**src/rtl/uart_tx.sv**
```systemverilog
// -----------------------------------------------------------------------------
// uart_tx
//
// UART transmitter. Bytes arrive over a valid/ready handshake and leave on
// `tx` as 8N1 frames (8N2 when STOP_BITS = 2), least-significant bit first.
// A one-entry holding buffer lets the next byte be accepted while a frame is
// on the wire. The buffered byte is loaded at the edge that ends the last stop
// bit, so chained frames have no idle gap between them.
//
// Parameters
//   CLKS_PER_BIT  clock cycles per bit, must be >= 2 (default 32)
//   STOP_BITS     number of stop bits, 1 or 2       (default 1)
//
// Ports
//   clk       in   single clock; all state changes on its rising edge
//   reset     in   synchronous, active-high
//   tx_data   in   byte to send; sampled only on a handshake
//   tx_valid  in   tx_data is valid
//   tx_ready  out  the block can accept a byte this cycle (combinational)
//   tx        out  serial line, registered, idles high
//   busy      out  a frame is in progress, registered
// -----------------------------------------------------------------------------
module uart_tx #(
    parameter int CLKS_PER_BIT = 32,
    parameter int STOP_BITS    = 1
) (
    input  logic       clk,
    input  logic       reset,
    input  logic [7:0] tx_data,
    input  logic       tx_valid,
    output logic       tx_ready,
    output logic       tx,
    output logic       busy
);

    localparam int              CNT_W     = $clog2(CLKS_PER_BIT);
    localparam logic [CNT_W-1:0] CNT_LAST = CNT_W'(CLKS_PER_BIT - 1);
    localparam logic            STOP_LAST = 1'(STOP_BITS - 1);

    typedef enum logic [1:0] {
        IDLE  = 2'd0,
        START = 2'd1,
        DATA  = 2'd2,
        STOP  = 2'd3
    } state_t;

    state_t           state_reg,    state_next;
    logic [CNT_W-1:0] cnt_reg,      cnt_next;
    logic [2:0]       bit_idx_reg,  bit_idx_next;
    logic             stop_idx_reg, stop_idx_next;
    logic [7:0]       shreg_reg,    shreg_next;
    logic [7:0]       buf_reg,      buf_next;
    logic             buf_full_reg, buf_full_next;
    logic             tx_reg,       tx_next;
    logic             busy_reg,     busy_next;

    logic             handshake;
    logic             bit_done;
    logic             frame_end;
    logic [7:0]       shreg_shifted;

    // Ready is withheld while reset is asserted so that no byte can be
    // accepted on the same edge that clears the block.
    assign tx_ready  = !buf_full_reg && !reset;
    assign handshake = tx_valid && tx_ready;

    assign bit_done  = (cnt_reg == CNT_LAST);
    // Last cycle of the last stop bit: the edge that ends the frame.
    assign frame_end = (state_reg == STOP) && bit_done && (stop_idx_reg == STOP_LAST);

    // Shift right towards bit 0; the vacated MSB is filled with 1 (never sent).
    genvar gi;
    generate
        for (gi = 0; gi < 7; gi++) begin : g_shift
            assign shreg_shifted[gi] = shreg_reg[gi+1];
        end
    endgenerate
    assign shreg_shifted[7] = 1'b1;

    // -------------------------------------------------------------------------
    // Next-state logic
    // -------------------------------------------------------------------------
    always_comb begin
        state_next    = state_reg;
        cnt_next      = cnt_reg;
        bit_idx_next  = bit_idx_reg;
        stop_idx_next = stop_idx_reg;
        shreg_next    = shreg_reg;
        buf_next      = buf_reg;
        buf_full_next = buf_full_reg;

        case (state_reg)
            IDLE: begin
                // From idle the byte bypasses the buffer, so ready stays high.
                if (handshake) begin
                    shreg_next = tx_data;
                    state_next = START;
                    cnt_next   = '0;
                end
            end

            START: begin
                if (bit_done) begin
                    cnt_next     = '0;
                    bit_idx_next = 3'd0;
                    state_next   = DATA;
                end else begin
                    cnt_next = cnt_reg + 1'b1;
                end
            end

            DATA: begin
                if (bit_done) begin
                    cnt_next   = '0;
                    shreg_next = shreg_shifted;
                    if (bit_idx_reg == 3'd7) begin
                        stop_idx_next = 1'b0;
                        state_next    = STOP;
                    end else begin
                        bit_idx_next = bit_idx_reg + 3'd1;
                    end
                end else begin
                    cnt_next = cnt_reg + 1'b1;
                end
            end

            STOP: begin
                if (bit_done) begin
                    cnt_next = '0;
                    if (stop_idx_reg == STOP_LAST) begin
                        if (buf_full_reg) begin
                            shreg_next    = buf_reg;
                            buf_full_next = 1'b0;
                            state_next    = START;
                        end else if (handshake) begin
                            // Empty buffer and a byte offered on the final
                            // stop cycle: chain it directly.
                            shreg_next = tx_data;
                            state_next = START;
                        end else begin
                            state_next = IDLE;
                        end
                    end else begin
                        stop_idx_next = stop_idx_reg + 1'b1;
                    end
                end else begin
                    cnt_next = cnt_reg + 1'b1;
                end
            end

            default: begin
                state_next = IDLE;
            end
        endcase

        // Mid-frame handshakes park the byte in the holding buffer. The
        // final-stop-cycle case was consumed directly above.
        if (handshake && (state_reg != IDLE) && !frame_end) begin
            buf_next      = tx_data;
            buf_full_next = 1'b1;
        end
    end

    // Line level and busy are derived from the next state so that both flops
    // change on the same edge as the FSM (start bit appears at the
    // handshake edge) while tx still comes straight from a flop.
    always_comb begin
        tx_next = 1'b1;
        case (state_next)
            START:   tx_next = 1'b0;
            DATA:    tx_next = shreg_next[0];
            default: tx_next = 1'b1;
        endcase
        busy_next = (state_next != IDLE);
    end

    // -------------------------------------------------------------------------
    // State registers
    // -------------------------------------------------------------------------
    always_ff @(posedge clk) begin
        if (reset) begin
            state_reg    <= IDLE;
            cnt_reg      <= '0;
            bit_idx_reg  <= 3'd0;
            stop_idx_reg <= 1'b0;
            shreg_reg    <= 8'hFF;
            buf_reg      <= 8'h00;
            buf_full_reg <= 1'b0;
            tx_reg       <= 1'b1;
            busy_reg     <= 1'b0;
        end else begin
            state_reg    <= state_next;
            cnt_reg      <= cnt_next;
            bit_idx_reg  <= bit_idx_next;
            stop_idx_reg <= stop_idx_next;
            shreg_reg    <= shreg_next;
            buf_reg      <= buf_next;
            buf_full_reg <= buf_full_next;
            tx_reg       <= tx_next;
            busy_reg     <= busy_next;
        end
    end

    assign tx   = tx_reg;
    assign busy = busy_reg;

endmodule

```
**config.mk**
```make
export PLATFORM = sky130hd
export DESIGN_NAME = uart_tx
export DESIGN_NICKNAME = d
export VERILOG_FILES = /design/src/rtl/uart_tx.sv
export SDC_FILE = /design/constraint.sdc
export NUM_CORES = 1
export LEC_CHECK = 0
export BUFFER_PORTS_ARGS = -buffer_cell sky130_fd_sc_hd__clkbuf_2
export CORE_MARGIN = 2
export CORE_UTILIZATION = 52
export CTS_BUF_LIST = sky130_fd_sc_hd__clkbuf_16
export CTS_CLUSTER_SIZE = 28
export DETAILED_ROUTE_END_ITERATION = 10
export GPL_TIMING_DRIVEN = 0
export PLACE_DENSITY_LB_ADDON = 0.25
export SYNTH_ARGS = -nofsm -noshare
export SYNTH_HDL_FRONTEND = slang
export SYNTH_SLANG_ARGS = --single-unit
```
**constraint.sdc**
```tcl
create_clock -name clk -period 2.15 [get_ports clk]
set_input_delay 0.215 -clock clk [delete_from_list [all_inputs] [get_ports clk]]
set_output_delay 0.215 -clock clk [all_outputs]
set_load 0.02 [all_outputs]
```
==> results of run 1 <==
[cell type report]
class / count / area (sq um) / area share, %
sequential: 29 / 583.1 / 31.77
buffer: 11 / 62.56 / 3.408
clock buffer: 5 / 125.1 / 6.817
inverter: 5 / 18.77 / 1.022
multi-input combinational: 130 / 902.1 / 49.15
clock inverter: 3 / 37.54 / 2.045
tap: 31 / 38.79 / 2.113
timing repair buffer: 13 / 67.56 / 3.681
[final timing paths]
path	slack (ps)	endpoint	depth (start not counted)	start
setup / recovery	130	tx	9	cnt_reg[0]
hold / removal	190	shreg_reg[5]	2	tx_data[5]
setup reg to reg	130	tx	9	cnt_reg[0]
hold reg to reg	490	cnt_reg[1]	2	cnt_reg[1]
[worst max-delay path, cell delays in order, from the launching register on]
cell	delay [ps]
dfxtp_2	340
ha_2	190
and3_2	240
ha_4	190
nor2b_2	160
a31oi_1	180
mux2i_1	130
ha_1	290
nor2b_1	110
o21ai_1	60
[cell usage after synthesis, drive strengths merged (6+ instances only)]
library cell	count
nand2	8
mux2i	14
a31oi	10
clkbuf	6
a221o	6
dfxtp	29
o21bai	6
buf	7
nor2	25
o21ai	6
nor2b	10
ha	7
a21oi	9
[per-stage QoR]
step | setup TNS, ps | instance area [sq um] | total power, mW | setup WS [ps] | hold WS [ps]
after CTS | 0 | 1814 | 1.519 | 5.625 | 180.4
after detailed placement | -253.0 | 1649 | 0.7471 | -221.9 | 466.7
after global routing | 0 | 1836 | 1.575 | 17.66 | 191.7
after floorplan | 0 | 1550 | 0.7005 | 95.23 | 352.8
final | 0 | 1836 | 1.512 | 134.4 | 185.8
after global placement | -169.5 | 1649 | 0.7408 | -169.5 | 455.3
[kinds of logic after synthesis]
kind of cell | count (synthesis)
AO/OA/AOI/OAI | 44
XOR/XNOR | 1
adder cells (fa/ha/maj) | 7
buffers and inverters | 18
flip-flops | 29
multiplexers | 14
AND/OR/NAND/NOR | 64
[power by group]
| group | total [mW] | switching [mW] | internal [mW] |
|---|---|---|---|
| clock network | 0.768 | 0.232 | 0.536 |
| registers | 0.578 | 0.0157 | 0.562 |
| logic | 0.166 | 0.0950 | 0.0713 |
[timing repair]
action	4_1_cts	5_1_grt
cloned	0	0
setup endpoints to repair	3	8
resized for setup	1	7
setup buffers	1	0
[layer usage]
layer / share of wire (%) / vias up
met1: 42 / 668
li1: - / 676
met2: 47 / 54
met3: 7.9 / 14
met5: 0 / -
met4: 2.9 / 0
==> flow_summary.json, run 1 <==
{
  "yosysWarnings": 0,
  "grt_pass1_wl_um": 6003,
  "finalNetCount": 213,
  "fillerInstances": 236,
  "rsz0062_at_grt": "no",
  "arrival_ps": 2180,
  "grt_pass1_vias": 1391,
  "num_rows": 19,
  "die_height_um": 58.60,
  "final_common_cell": "dfxtp_1",
  "powerDensity_nw_per_um2": 823.6,
  "run_status": "complete, but fails checks",
  "ys_ff_latch": 29,
  "place_inst": 220,
  "synth-simple-area-share_pct": 22.20,
  "synth_fa_ha_area_share_pct": 5.650,
  "cts_tree": "yes",
  "gp_congestion": 0.8958,
  "fin_crit_ps": 2016,
  "slew_violations": 0,
  "start_util_pct": 55.26,
  "drt_iter0_drc": 74,
  "synth_compound_area_share_pct": 19.37,
  "clock_sinks": 29,
  "synth_cells": 177,
  "drv_cap": 0,
  "ys_types": 35,
  "synth_enable_flop_cells": 0,
  "layout_common_cells": "27 x dfxtp_1, 24 x nor2_1, 14 x mux2i_1",
  "ioPinCount": 14,
  "antenna_found_initial": 0,
  "drc": 1,
  "track_usage_pct": 23.38,
  "violations": "design-rule violations",
  "drive_gt1_share_pct": 19.39,
  "cp_max_fo": 8,
  "finalWirelength_um": 3531,
  "cts_hold_buf": 0,
  "area_delta_synth_final_pct": 18.40,
  "cts_buffers": 5,
  "crit_required_ps": 2310,
  "wl_per_cell_um": 15.56,
  "ant_nets": 0,
  "synth_top_area_cell": "dfxtp_1",
  "synth_xor_xnor_area_share_pct": 0.5650,
  "ys_seq_area_share_pct": 37.45,
  "path_clk_slew_ps": 50,
  "cts-htree-levels": 2,
  "worstSetupStartpointType": "flop",
  "end_kind": "flop",
  "synth_nets": 195,
  "netlist_area_sq_um": 1550,
  "die-area_sq_um": 3434,
  "synth.area.mux_share_pct": 9.040,
  "cts_buffer_depth": 2,
  "setup_violations": 0,
  "tightest_slew_ps": 539.6,
  "port-buffer-count": 12,
  "async_flop_share_pct": 0,
  "use_met3_pct": 8.791,
  "synth_top_family_by_area": "simple AND/OR/NAND/NOR gates",
  "dp_hpwl_um": 2416,
  "use_met1_pct": 26.64,
  "die_x_um": 58.60,
  "timing.final.crit_share_pct": 93.75,
  "grt_overflow": 0,
  "grtUsageMet2_pct": 37.56,
  "crit_type": "flop to flop",
  "synthFlopType": "dfxtp_1",
  "clk_latency_ps": 280,
  "synth.avg_cell_area_sq_um": 8.758,
  "vdd_drop_max_uv": 533.4,
  "synth_area_leaders": "dfxtp_1 37%, mux2i_1 9.0%, nor2_1 5.8%",
  "grt_max_degree": 11,
  "relSlewSlack_pct": 64.03,
  "drt-pass1-iter-count": 7,
  "core_area_sq_um": 2805,
  "min_path_type": "primary input to flop",
  "fin_util_pct": 65.43,
  "grt-busiest-layer": "met2",
  "timing_hold_violations_final": 0,
  "skew_ps": 5.487,
  "ctsRootBufferMaster": "clkbuf_16",
  "vias_per_cell": 6.220,
  "cellLeakagePower_nw": 0.8013,
  "synth_top_area_share_pct": 37.45,
  "fmax_mhz": 496.1,
  "layoutNonFillerInstCount": 227,
  "diodes": 0,
  "vias": 1412
}
No activity file was read; power rests on OpenSTA's default activity.
==> run 2, diff against run 1 <==
Settings changed: REMOVE_ABC_BUFFERS set to 1.
==> run 2 against run 1 <==
Against the previous run: the run now ends clean; global-route usage fell by 2.1 points; sequential power up 2%; core utilization is 3.0 points lower; register-to-register slack worse by 40 ps; die area unchanged; worst setup slack got worse by 41 ps.
==> flow_summary.json, run 2 (synthesis results as in run 1) <==
{
  "diodes": 0,
  "die-area_sq_um": 3434,
  "fin_crit_ps": 2056,
  "place_area_sq_um": 1584,
  "timing_hold_violations_final": 0,
  "setup_violations": 0,
  "antenna_found_initial": 0,
  "drc": 0,
  "finalWirelength_um": 3135,
  "routed.top_layer": "met4",
  "drt-pass1-iter-count": 4,
  "hp-start": "tx_data[4]",
  "drv_cap": 0,
  "track_usage_pct": 21.33,
  "cts_buffers": 5,
  "vias_per_cell": 5.949,
  "powerDensity_nw_per_um2": 782.5,
  "rrSetupSlack_ps": 90,
  "rsz0062_at_grt": "yes",
  "finalNetCount": 203,
  "relSlewSlack_pct": 55.30,
  "worstSetupStartpointType": "flop",
  "r2r_start": "cnt_reg[0]",
  "hold_end": "shreg_reg[4]",
  "grt_max_degree": 37,
  "fmax_mhz": 486.3,
  "cellLeakagePower_nw": 0.7579,
  "finalPower_mw": 1.371,
  "die_x_um": 58.60,
  "wl_met2_um": 1454,
  "crit_required_ps": 2310,
  "end_kind": "flop",
  "tightest_slew_ps": 669.6,
  "ioPinCount": 14,
  "drive_gt1_share_pct": 17.20,
  "dp_hpwl_um": 2115,
  "cts-htree-levels": 2,
  "clk_latency_ps": 270,
  "drt_iter0_drc": 91,
  "vdd_drop_max_uv": 410.9,
  "clock_sinks": 29,
  "wl_met1_um": 1498,
  "layout_common_cells": "27 x dfxtp_1, 24 x nor2_1, 14 x mux2i_1",
  "grt_pass1_vias": 1222,
  "timing.final.crit_share_pct": 95.64,
  "path_clk_slew_ps": 50,
  "run_status": "completed",
  "hold-path-cell-count": 2,
  "die_height_um": 58.60,
  "final_common_cell": "dfxtp_1",
  "area_delta_synth_final_pct": 12.99,
  "port-buffer-count": 13,
  "gp_congestion": 0.7527,
  "cts_buffer_depth": 2,
  "grt_overflow": 0,
  "ctsRootBufferMaster": "clkbuf_16",
  "postLayoutCellArea_sq_um": 1752,
  "dr_wl_met3_um": 135,
  "grt_pass1_wl_um": 5533,
  "slew_violations": 0,
  "fillerInstances": 241,
  "vias": 1291,
  "arrival_ps": 2210,
  "crit_type": "flop to flop",
  "reg2regPathDepth": 9,
  "start_util_pct": 55.26,
  "min_path_type": "primary input to flop",
  "core_area_sq_um": 2805,
  "ant_nets": 0,
  "num_rows": 19,
  "r2r_end": "tx",
  "skew_ps": 4.077,
  "cp_max_fo": 8,
  "wl_per_cell_um": 14.45,
  "cts_tree": "yes"
}
[run 2: cell types whose count changed in the layout (fill, tap and decap cells not counted), sizes merged]
cell and delta:
clkbuf -3, clkinv +1, buf -7, bufinv -1
[run 2: worst max path at each step]
stage / startpoint / end / slack, ps / depth (start not counted)
floorplan: cnt_reg[0] / tx / 170 / 9
global placement: cnt_reg[0] / tx / -90 / 9
detailed placement: cnt_reg[0] / tx / -160 / 9
CTS: cnt_reg[0] / tx / 3 / 8
global route: cnt_reg[0] / tx / -40 / 9
finish: cnt_reg[0] / tx / 90 / 9
[run 2: critical path, cell delays in order (launching register included)]
cell     delay, ps
dfxtp_2        340
ha_1           220
and3_2         250
ha_4           190
nor2b_2        160
a31oi_1        170
mux2i_1        110
ha_1           310
nor2b_1        110
o21ai_1         80
[run 2: routing by layer]
metal	up-vias	GRT usage, %
met4	0	10.06
met2	22	30.18
met5	-	0
li1	649	-
met3	5	7.033
met1	615	29.27
[run 2: stage by stage]
step | TNS (ps) | std cells | utilization [%] | setup slack (ps) | hold slack, ps
3_5_place_dp | -164.4 | 208 | 56.47 | -164.4 | 466.3
5_1_grt | -40.81 | 217 | 62.44 | -36.58 | 185.8
3_3_place_gp | -93.24 | 208 | 56.47 | -93.24 | 453.0
6_report | 0 | 217 | 62.44 | 93.64 | 184.5
4_1_cts | 0 | 217 | 62.13 | 3.386 | 180.7
2_1_floorplan | 0 | 164 | - | 167.2 | 284.1
[run 2: layout make-up]
class | count | area (sq um) | share of cell area (%)
flip-flops and latches | 29 | 583.1 | 33.29
multi-input cells | 130 | 899.6 | 51.36
clock inverters | 3 | 13.76 | 0.7857
inverters | 5 | 18.77 | 1.071
well taps | 31 | 38.79 | 2.214
clock buffers | 5 | 125.1 | 7.143
repair buffers | 14 | 72.57 | 4.143
[run 2: power breakdown]
group | switching [mW] | total (mW) | leakage (nW) | internal, mW
Combinational | 0.0736 | 0.136 | 0.446 | 0.0626
Clock | 0.226 | 0.643 | 0.0748 | 0.418
Sequential | 0.0289 | 0.591 | 0.237 | 0.562
Total | 0.328 | 1.37 | 0.758 | 1.04
[run 2: timing repair]
| item | in CTS | in global routing |
|---|---|---|
| resized for setup | 2 | 5 |
| pin swaps | 0 | 1 |
| buffers inserted | 1 | 0 |
| hold buffers | 0 | 0 |
| endpoints found under the setup margin | 1 | 17 |
